`src/rtl/ads_readout.sv`:
```
// ADS serial ADC readout: one conversion per AFE_CLK rise, words streamed out with channel tags.
// Optional build macro ADS_TEST_PATTERN_EN replaces the captured word with {8'hA5, channel}.
module ads_readout #(
  parameter int unsigned CH_NUM     = 64,
  parameter int unsigned CH_W       = 6,
  parameter int unsigned DATA_W     = 16,
  parameter int unsigned T_SETTLE   = 30,
  parameter int unsigned T_CONV     = 4,
  parameter int unsigned T_BUSY_MAX = 40,
  parameter int unsigned SCLK_HALF  = 1
) (
  input  logic              CLK_100M,
  input  logic              CLK_RST_N,
  input  logic              ADS_INIT_OK,
  input  logic              SAMPLE_EN,
  input  logic              AFE_CLK,
  output logic              ADS_CONVST,
  input  logic              ADS_BUSY,
  output logic              ADS_CS_N,
  output logic              ADS_SCLK,
  input  logic              ADS_SDO,
  output logic [DATA_W-1:0] DOUT,
  output logic [CH_W-1:0]   DOUT_CH,
  output logic              DOUT_VALID,
  input  logic              DOUT_READY,
  output logic              FRAME_DONE,
  output logic              ERR_OVERRUN,
  output logic              ERR_TIMEOUT,
  output logic              ERR_DROP
);

  typedef enum logic [2:0] {
    StIdle, StArmed, StSettle, StConv, StWaitBusy, StShift, StStore
  } state_e;

  localparam logic [CH_W:0] CH_END  = CH_NUM[CH_W:0];
  localparam logic [CH_W:0] CH_LAST = CH_END - 1'b1;
  localparam logic [7:0] SETTLE_END = 8'(T_SETTLE - 1);
  localparam logic [7:0] CONV_END   = 8'(T_CONV - 1);
  localparam logic [7:0] BUSY_END   = 8'(T_BUSY_MAX - 1);
  localparam logic [7:0] HALF_END   = 8'(SCLK_HALF - 1);
  localparam logic [5:0] BIT_END    = 6'(DATA_W - 1);

  state_e            state_q, state_d;
  logic [7:0]        cnt_q, cnt_d;
  logic [5:0]        bit_q, bit_d;
  logic [CH_W:0]     ch_q, ch_d;
  logic              sclk_q, sclk_d;
  logic [DATA_W-1:0] data_q, data_d;
  logic [DATA_W-1:0] dout_q, dout_d;
  logic [CH_W-1:0]   dout_ch_q, dout_ch_d;
  logic              valid_q, valid_d;
  logic              frame_done_q, frame_done_d;
  logic              err_overrun_q, err_overrun_d;
  logic              err_timeout_q, err_timeout_d;
  logic              err_drop_q, err_drop_d;
  logic              se_q1, se_q2, afe_q1, afe_q2;
  logic              se_rise, afe_rise;
  logic [DATA_W-1:0] store_word;

  assign se_rise  = se_q1 & ~se_q2;
  assign afe_rise = afe_q1 & ~afe_q2;

`ifdef ADS_TEST_PATTERN_EN
  assign store_word = {8'hA5, 8'(ch_q[CH_W-1:0])};
`else
  assign store_word = data_q;
`endif

  always_comb begin
    state_d       = state_q;
    cnt_d         = cnt_q;
    bit_d         = bit_q;
    ch_d          = ch_q;
    sclk_d        = sclk_q;
    data_d        = data_q;
    dout_d        = dout_q;
    dout_ch_d     = dout_ch_q;
    valid_d       = valid_q;
    frame_done_d  = 1'b0;
    err_overrun_d = err_overrun_q;
    err_timeout_d = err_timeout_q;
    err_drop_d    = err_drop_q;

    if (valid_q && DOUT_READY) begin
      valid_d = 1'b0;
    end

    // Losing ADC configuration aborts the transaction; a pending output word is kept.
    if (!ADS_INIT_OK && (state_q != StIdle)) begin
      state_d = StIdle;
      sclk_d  = 1'b0;
    end else begin
      unique case (state_q)
        StIdle: begin
          if (se_rise && ADS_INIT_OK) begin
            state_d       = StArmed;
            ch_d          = '0;
            err_overrun_d = 1'b0;
            err_timeout_d = 1'b0;
            err_drop_d    = 1'b0;
          end
        end
        StArmed: begin
          if (afe_rise) begin
            cnt_d   = '0;
            state_d = (ch_q == CH_END) ? StIdle : StSettle;
          end
        end
        StSettle: begin
          if (cnt_q == SETTLE_END) begin
            cnt_d   = '0;
            state_d = StConv;
          end else begin
            cnt_d = cnt_q + 8'd1;
          end
        end
        StConv: begin
          if (cnt_q == CONV_END) begin
            cnt_d   = '0;
            state_d = StWaitBusy;
          end else begin
            cnt_d = cnt_q + 8'd1;
          end
        end
        StWaitBusy: begin
          if (!ADS_BUSY) begin
            cnt_d   = '0;
            bit_d   = '0;
            sclk_d  = 1'b0;
            state_d = StShift;
          end else if (cnt_q == BUSY_END) begin
            err_timeout_d = 1'b1;
            data_d        = '1;
            state_d       = StStore;
          end else begin
            cnt_d = cnt_q + 8'd1;
          end
        end
        StShift: begin
          if (cnt_q == HALF_END) begin
            cnt_d = '0;
            if (sclk_q) begin
              // Sample on the falling edge of SCLK, MSB first.
              sclk_d = 1'b0;
              data_d = {data_q[DATA_W-2:0], ADS_SDO};
              if (bit_q == BIT_END) begin
                state_d = StStore;
              end else begin
                bit_d = bit_q + 6'd1;
              end
            end else begin
              sclk_d = 1'b1;
            end
          end else begin
            cnt_d = cnt_q + 8'd1;
          end
        end
        StStore: begin
          if (!valid_q || DOUT_READY) begin
            dout_d    = store_word;
            dout_ch_d = ch_q[CH_W-1:0];
            valid_d   = 1'b1;
          end else begin
            err_drop_d = 1'b1;
          end
          ch_d = ch_q + 1'b1;
          if (ch_q == CH_LAST) begin
            frame_done_d = 1'b1;
            state_d      = StIdle;
          end else begin
            state_d = StArmed;
          end
        end
        default: state_d = StIdle;
      endcase
    end

    if (afe_rise && (state_q != StIdle) && (state_q != StArmed)) begin
      err_overrun_d = 1'b1;
    end
  end

  always_ff @(posedge CLK_100M or negedge CLK_RST_N) begin
    if (!CLK_RST_N) begin
      state_q       <= StIdle;
      cnt_q         <= '0;
      bit_q         <= '0;
      ch_q          <= '0;
      sclk_q        <= 1'b0;
      data_q        <= '0;
      dout_q        <= '0;
      dout_ch_q     <= '0;
      valid_q       <= 1'b0;
      frame_done_q  <= 1'b0;
      err_overrun_q <= 1'b0;
      err_timeout_q <= 1'b0;
      err_drop_q    <= 1'b0;
      se_q1         <= 1'b0;
      se_q2         <= 1'b0;
      afe_q1        <= 1'b0;
      afe_q2        <= 1'b0;
    end else begin
      state_q       <= state_d;
      cnt_q         <= cnt_d;
      bit_q         <= bit_d;
      ch_q          <= ch_d;
      sclk_q        <= sclk_d;
      data_q        <= data_d;
      dout_q        <= dout_d;
      dout_ch_q     <= dout_ch_d;
      valid_q       <= valid_d;
      frame_done_q  <= frame_done_d;
      err_overrun_q <= err_overrun_d;
      err_timeout_q <= err_timeout_d;
      err_drop_q    <= err_drop_d;
      se_q1         <= SAMPLE_EN;
      se_q2         <= se_q1;
      afe_q1        <= AFE_CLK;
      afe_q2        <= afe_q1;
    end
  end

  assign ADS_CONVST  = (state_q == StConv);
  assign ADS_CS_N    = (state_q != StShift);
  assign ADS_SCLK    = sclk_q;
  assign DOUT        = dout_q;
  assign DOUT_CH     = dout_ch_q;
  assign DOUT_VALID  = valid_q;
  assign FRAME_DONE  = frame_done_q;
  assign ERR_OVERRUN = err_overrun_q;
  assign ERR_TIMEOUT = err_timeout_q;
  assign ERR_DROP    = err_drop_q;

endmodule

```
`config.mk`:
```
export PLATFORM = sky130hd
export DESIGN_NAME = ads_readout
export DESIGN_NICKNAME = d
export VERILOG_FILES = /design/src/rtl/ads_readout.sv
export SDC_FILE = /design/constraint.sdc
export NUM_CORES = 1
export LEC_CHECK = 0
export CORE_ASPECT_RATIO = 2
export CORE_MARGIN = 2
export CORE_UTILIZATION = 50
export DETAILED_ROUTE_END_ITERATION = 6
export GPL_TIMING_DRIVEN = 1
export PLACE_DENSITY = 0.74
export SLEW_MARGIN = 20
export SYNTH_ARGS = -nofsm -noshare
export SYNTH_HDL_FRONTEND = slang
export SYNTH_SLANG_ARGS = --single-unit
```
`constraint.sdc`:
```
create_clock -name CLK_100M -period 5.55 [get_ports CLK_100M]
set_clock_uncertainty 0.15 [all_clocks]
set_input_delay 1.11 -clock CLK_100M [delete_from_list [all_inputs] [get_ports CLK_100M]]
set_output_delay 1.11 -clock CLK_100M [all_outputs]
set_load 0.05 [all_outputs]
```
# Yosys cells after proc, flatten, opt, wreduce, memory -nomap -nowiden
# Cells that the tools add are included.
# op_classes
eq_ne,34
reduce_logical,28
n_addsub,3
n_mux,53
bitwise_logic,5
# op_table
cell,count
16-bit two-way mux,4
8-bit two-way mux,6
8-bit case mux with 5 select lines,1
16-bit case mux with 2 select lines,1
3-bit two-way mux,10
"3-bit inequality test, second input constant",9
6-bit two-way mux,4
3-bit case mux with 7 select lines,1
1-bit two-way mux,19
"2-bit inequality test, second input constant",9
7-bit case mux with 2 select lines,1
6-bit case mux with 2 select lines,1
3-bit AND reduction,4
6-bit AND reduction,2
2-bit nonzero test,5
"3-bit equality test, second input constant",3
"8-bit by 1-bit adder with 8-bit output, second input constant",1
"8-bit by 2-bit equality test with 1-bit output, second input constant",1
"8-bit by 5-bit equality test with 1-bit output, second input constant",1
"8-bit by 6-bit equality test with 1-bit output, second input constant",1
8-bit zero test,1
4-bit AND reduction,2
8-bit AND reduction,1
"7-bit by 1-bit adder with 7-bit output, second input constant",1
21 further kinds,34
# totals
ff_bits,72
out_inout_bits,30
word_cells,140
inputBits,8

# Longest topological paths before layout
# logic_depth
ltp_word,7
depth_mapped,8
depth_no_buf,7

# Worst setup path before layout
# No wires, ideal clock.
# synth_timing
path_type,register -> output
startpoint,reg state_q[0]
endpoint,out ADS_CS_N
t_arrival_ns,1.588
path_buffers,2
stages_incl_launch_ff,6
required_time_ns,4.290
slack_ns,2.702
cell_sequence,dfrtp_1 buf_6 and2b_1 and2_1 inv_1 clkbuf_1
# synth_via
elab_chain_cells,1
# synth_lines
element,line,text
start: declaration,44,"state_e state_q, state_d;"
start signal: assignment,186,state_q <= StIdle;
start signal: assignment,204,state_q <= state_d;
3-bit inequality test,225,assign ADS_CS_N = (state_q != StShift);
end: declaration,19,"output logic ADS_CS_N,"
# No other way between the ends.

# Final worst setup path
# Same ends and word-level chain as after synthesis.

==> flow_metrics.tcl <==
set metrics [dict create \
    status "finished clean" \
    hold_viol 0 \
    synth-xor-area-share_pct 1.25 \
    overflow 0 \
    final_nets 381 \
    wl_um 6820 \
    clockBufferDepth 2 \
    vias 2573 \
    synth_seq_cells 72 \
    wl_per_cell_um 14.8 \
    leakagePower_nw 1.90 \
    route.detailed.drc 0 \
    crit_arrival_ns 2.63 \
    reg2reg_from "state_q[0]" \
    cp_max_fo 23 \
    ys.warnings.count 0 \
    final_cells 460 \
    peakVddDrop_mv 0.319 \
    initialDrtViolationCount 212 \
    antenna_found_initial 0 \
    grt_max_degree 58 \
    grt_pass1_wl_um 11800 \
    synth_top_cell_by_area "dfrtp_1" \
    slew_headroom_pct 46.0 \
    holdBufCountCts 0 \
    cts_buffers 9 \
    yosysUniqueCellTypes 45 \
    synth_top_family_by_area "simple AND/OR/NAND/NOR gates" \
    p_clk_share_pct 28.4 \
    avgSynthCellArea_um2 10.7 \
    rsz0062_at_grt "no" \
    ys_seq_area_share_pct 51.6 \
    p_per_area_mw_per_mm2 497 \
    synth_compound_area_share_pct 11.0 \
    synth_edf_count 0 \
    die_area_mm2 0.00771 \
    grt_pass1_vias 2564 \
    vias_per_cell 5.59 \
    fill_cells 577 \
    syn_inst 327 \
    worstHoldPathType "register to register" \
    synth_area_mm2 0.00349 \
    final_common_cell "dfrtp_1" \
    internal-power_mw 1.32 \
    start_util_pct 51.1 \
    postCtsSetupRepairBufs 0 \
    setup_viol 0 \
    post_cts_resized 0 \
    fin_crit_sh_pct 70.1 \
    required_ns 4.29 \
    dieWidth_um 63.1 \
    cts_tree "done" \
    cap_violations 0 \
    rows 43 \
    start_kind "register" \
    synth_top_area_share_pct 51.6 \
    place_hpwl_um 4520 \
    cts_root_buffer "clkbuf_16" \
    ios 38 \
    multi_input_area_mm2 0.00153 \
    drive_above_1_share_pct 13.8 \
    startpoint "state_q[0]" \
    clkSinkCount 72 \
    drt-pass1-iter-count 4 \
    grt_util_all_layers_pct 19.7 \
    antennaDiodeCount 0 \
    setup_tns_ns 0 \
    hold_start "afe_q1" \
    synthMuxAreaShare_pct 12.9 \
    cpPeakStageDelay_ns 0.86 \
    fmax_mhz 257 \
    slew_violations 0 \
    ant_nets 0 \
    clk_pin_slew_ns 0.05 \
    p_sw_mw 0.793 \
    slowest_stage "clkdlybuf4s50_1" \
    place.gp.congestion 0.861 \
    port_buffers 37 \
    worstMarginPinSlew_ns 0.810 \
    period_needed_ns 3.89 \
    critical_path_class "register to primary output" \
    area_growth_pct 21.6 \
    p_seq_share_pct 35.4 \
    placedCellCount 446 \
    p_sw_share_pct 37.5 \
    htreeDepth 3 \
    async_reset_ff_share_pct 100 \
    worstSetupEndpointType "primary output" \
    synth_nets 341 \
    synth.area.top_cells "dfrtp_1 52%, mux2_2 7.4%, mux2i_1 5.4%" \
    cp_cell_sequence "and2b_1 -> and2_1 -> inv_1 -> buf_4 -> clkdlybuf4s50_1" \
    clk_latency_ns 0.33 \
    synth_flop_cell "dfrtp_1" \
    combPwrFrac_pct 36.2 \
    die_h_um 122 \
    coreArea_mm2 0.00683 \
    layout_common_cells "72 x dfrtp_1, 39 x nor2_1, 36 x clkdlybuf4s50_1" \
    seqCellArea_mm2 0.00180 \
    synth-simple-area-share_pct 16.4 \
    synthAdderAreaFrac_pct 2.15 \
]
[critical path: cells and delay by family, from the launching register on]
family	cells	cell delay, ns
buf+inv	3	1.19
flops	1	0.58
simple gates	2	0.52
[cell families after synthesis]
| kind of cell | after synthesis |
|---|---|
| AND/OR/NAND/NOR | 109 |
| AO/OA/AOI/OAI | 55 |
| multiplexers | 42 |
| XOR/XNOR | 5 |
| buffers and inverters | 38 |
| adder cells (fa/ha/maj) | 6 |
| flip-flops | 72 |
[through the flow]
step / hold slack, ns / power, mW / worst slack [ns] / instance area (um^2) / util (%)
after floorplan: 0.197 / 1.28 / 2.70 / 3490 / -
after global placement: 0.203 / 1.49 / 1.51 / 3930 / 57.5
after detailed placement: 0.206 / 1.52 / 1.38 / 3930 / 57.5
after CTS: 0.216 / 2.13 / 1.66 / 4240 / 62.1
after global routing: 0.232 / 2.22 / 1.55 / 4250 / 62.1
final: 0.213 / 2.11 / 1.66 / 4250 / 62.1
[Yosys cell counts, types with 3 or more instances]
library cell,n
a21oi_1,5
and3_1,10
buf_2,3
clkbuf_1,6
dfrtp_1,72
ha_1,6
inv_1,27
mux2_2,23
mux2i_1,19
nand2_1,18
nand2b_1,11
nand3_1,6
nand4_1,3
nor2_1,39
nor2b_1,3
o21ai_0,27
o2bb2ai_1,6
or4_1,4
xor2_1,5
[cell type report]
class	instances	area share [%]
clock buffers	11	5.72
repair buffers	40	9.13
multi-input cells	217	36.1
well taps	90	2.65
flip-flops and latches	72	42.4
clock inverters	3	1.59
inverters	27	2.39
[path summary, 6_finish.rpt]
kind	to	slack, ns	cells after the start
worst max-delay path	ADS_CS_N	1.66	5
worst min-delay path	afe_q2	0.21	0
worst max register to register	bit_q[5]	2.61	8
worst min register to register	afe_q2	0.21	0
max in group asynchronous	DOUT_CH[0]	3.67	2
min in group asynchronous	cnt_q[4]	0.55	1
[power groups by stage]
| stage | registers [mW] | logic (mW) | clock network, mW |
|---|---|---|---|
| floorplan | 0.950 | 0.333 | 0 |
| global placement | 0.748 | 0.746 | 0 |
| detailed placement | 0.755 | 0.760 | 0 |
| CTS | 0.747 | 0.767 | 0.615 |
| global route | 0.767 | 0.822 | 0.633 |
| finish | 0.747 | 0.764 | 0.600 |
[per-layer routing]
layer	GRT usage [%]	part of all wire (%)	routed length [um]	vias to the layer above
li1	-	-	-	1221
met1	24.5	43	2960	1248
met2	31.4	49	3370	89
met3	4.25	4.8	330	15
met4	11.5	2.3	160	0
met5	0	0	0	-
[sequential cells by signal (all words and copies together) (netlist names), 3 cells and up]
name     count
ch_q         7
DOUT        16
bit_q        6
state_q      3
DOUT_CH      6
cnt_q        8
data_q      16
Note: power is estimated with default switching activity, not from simulation.
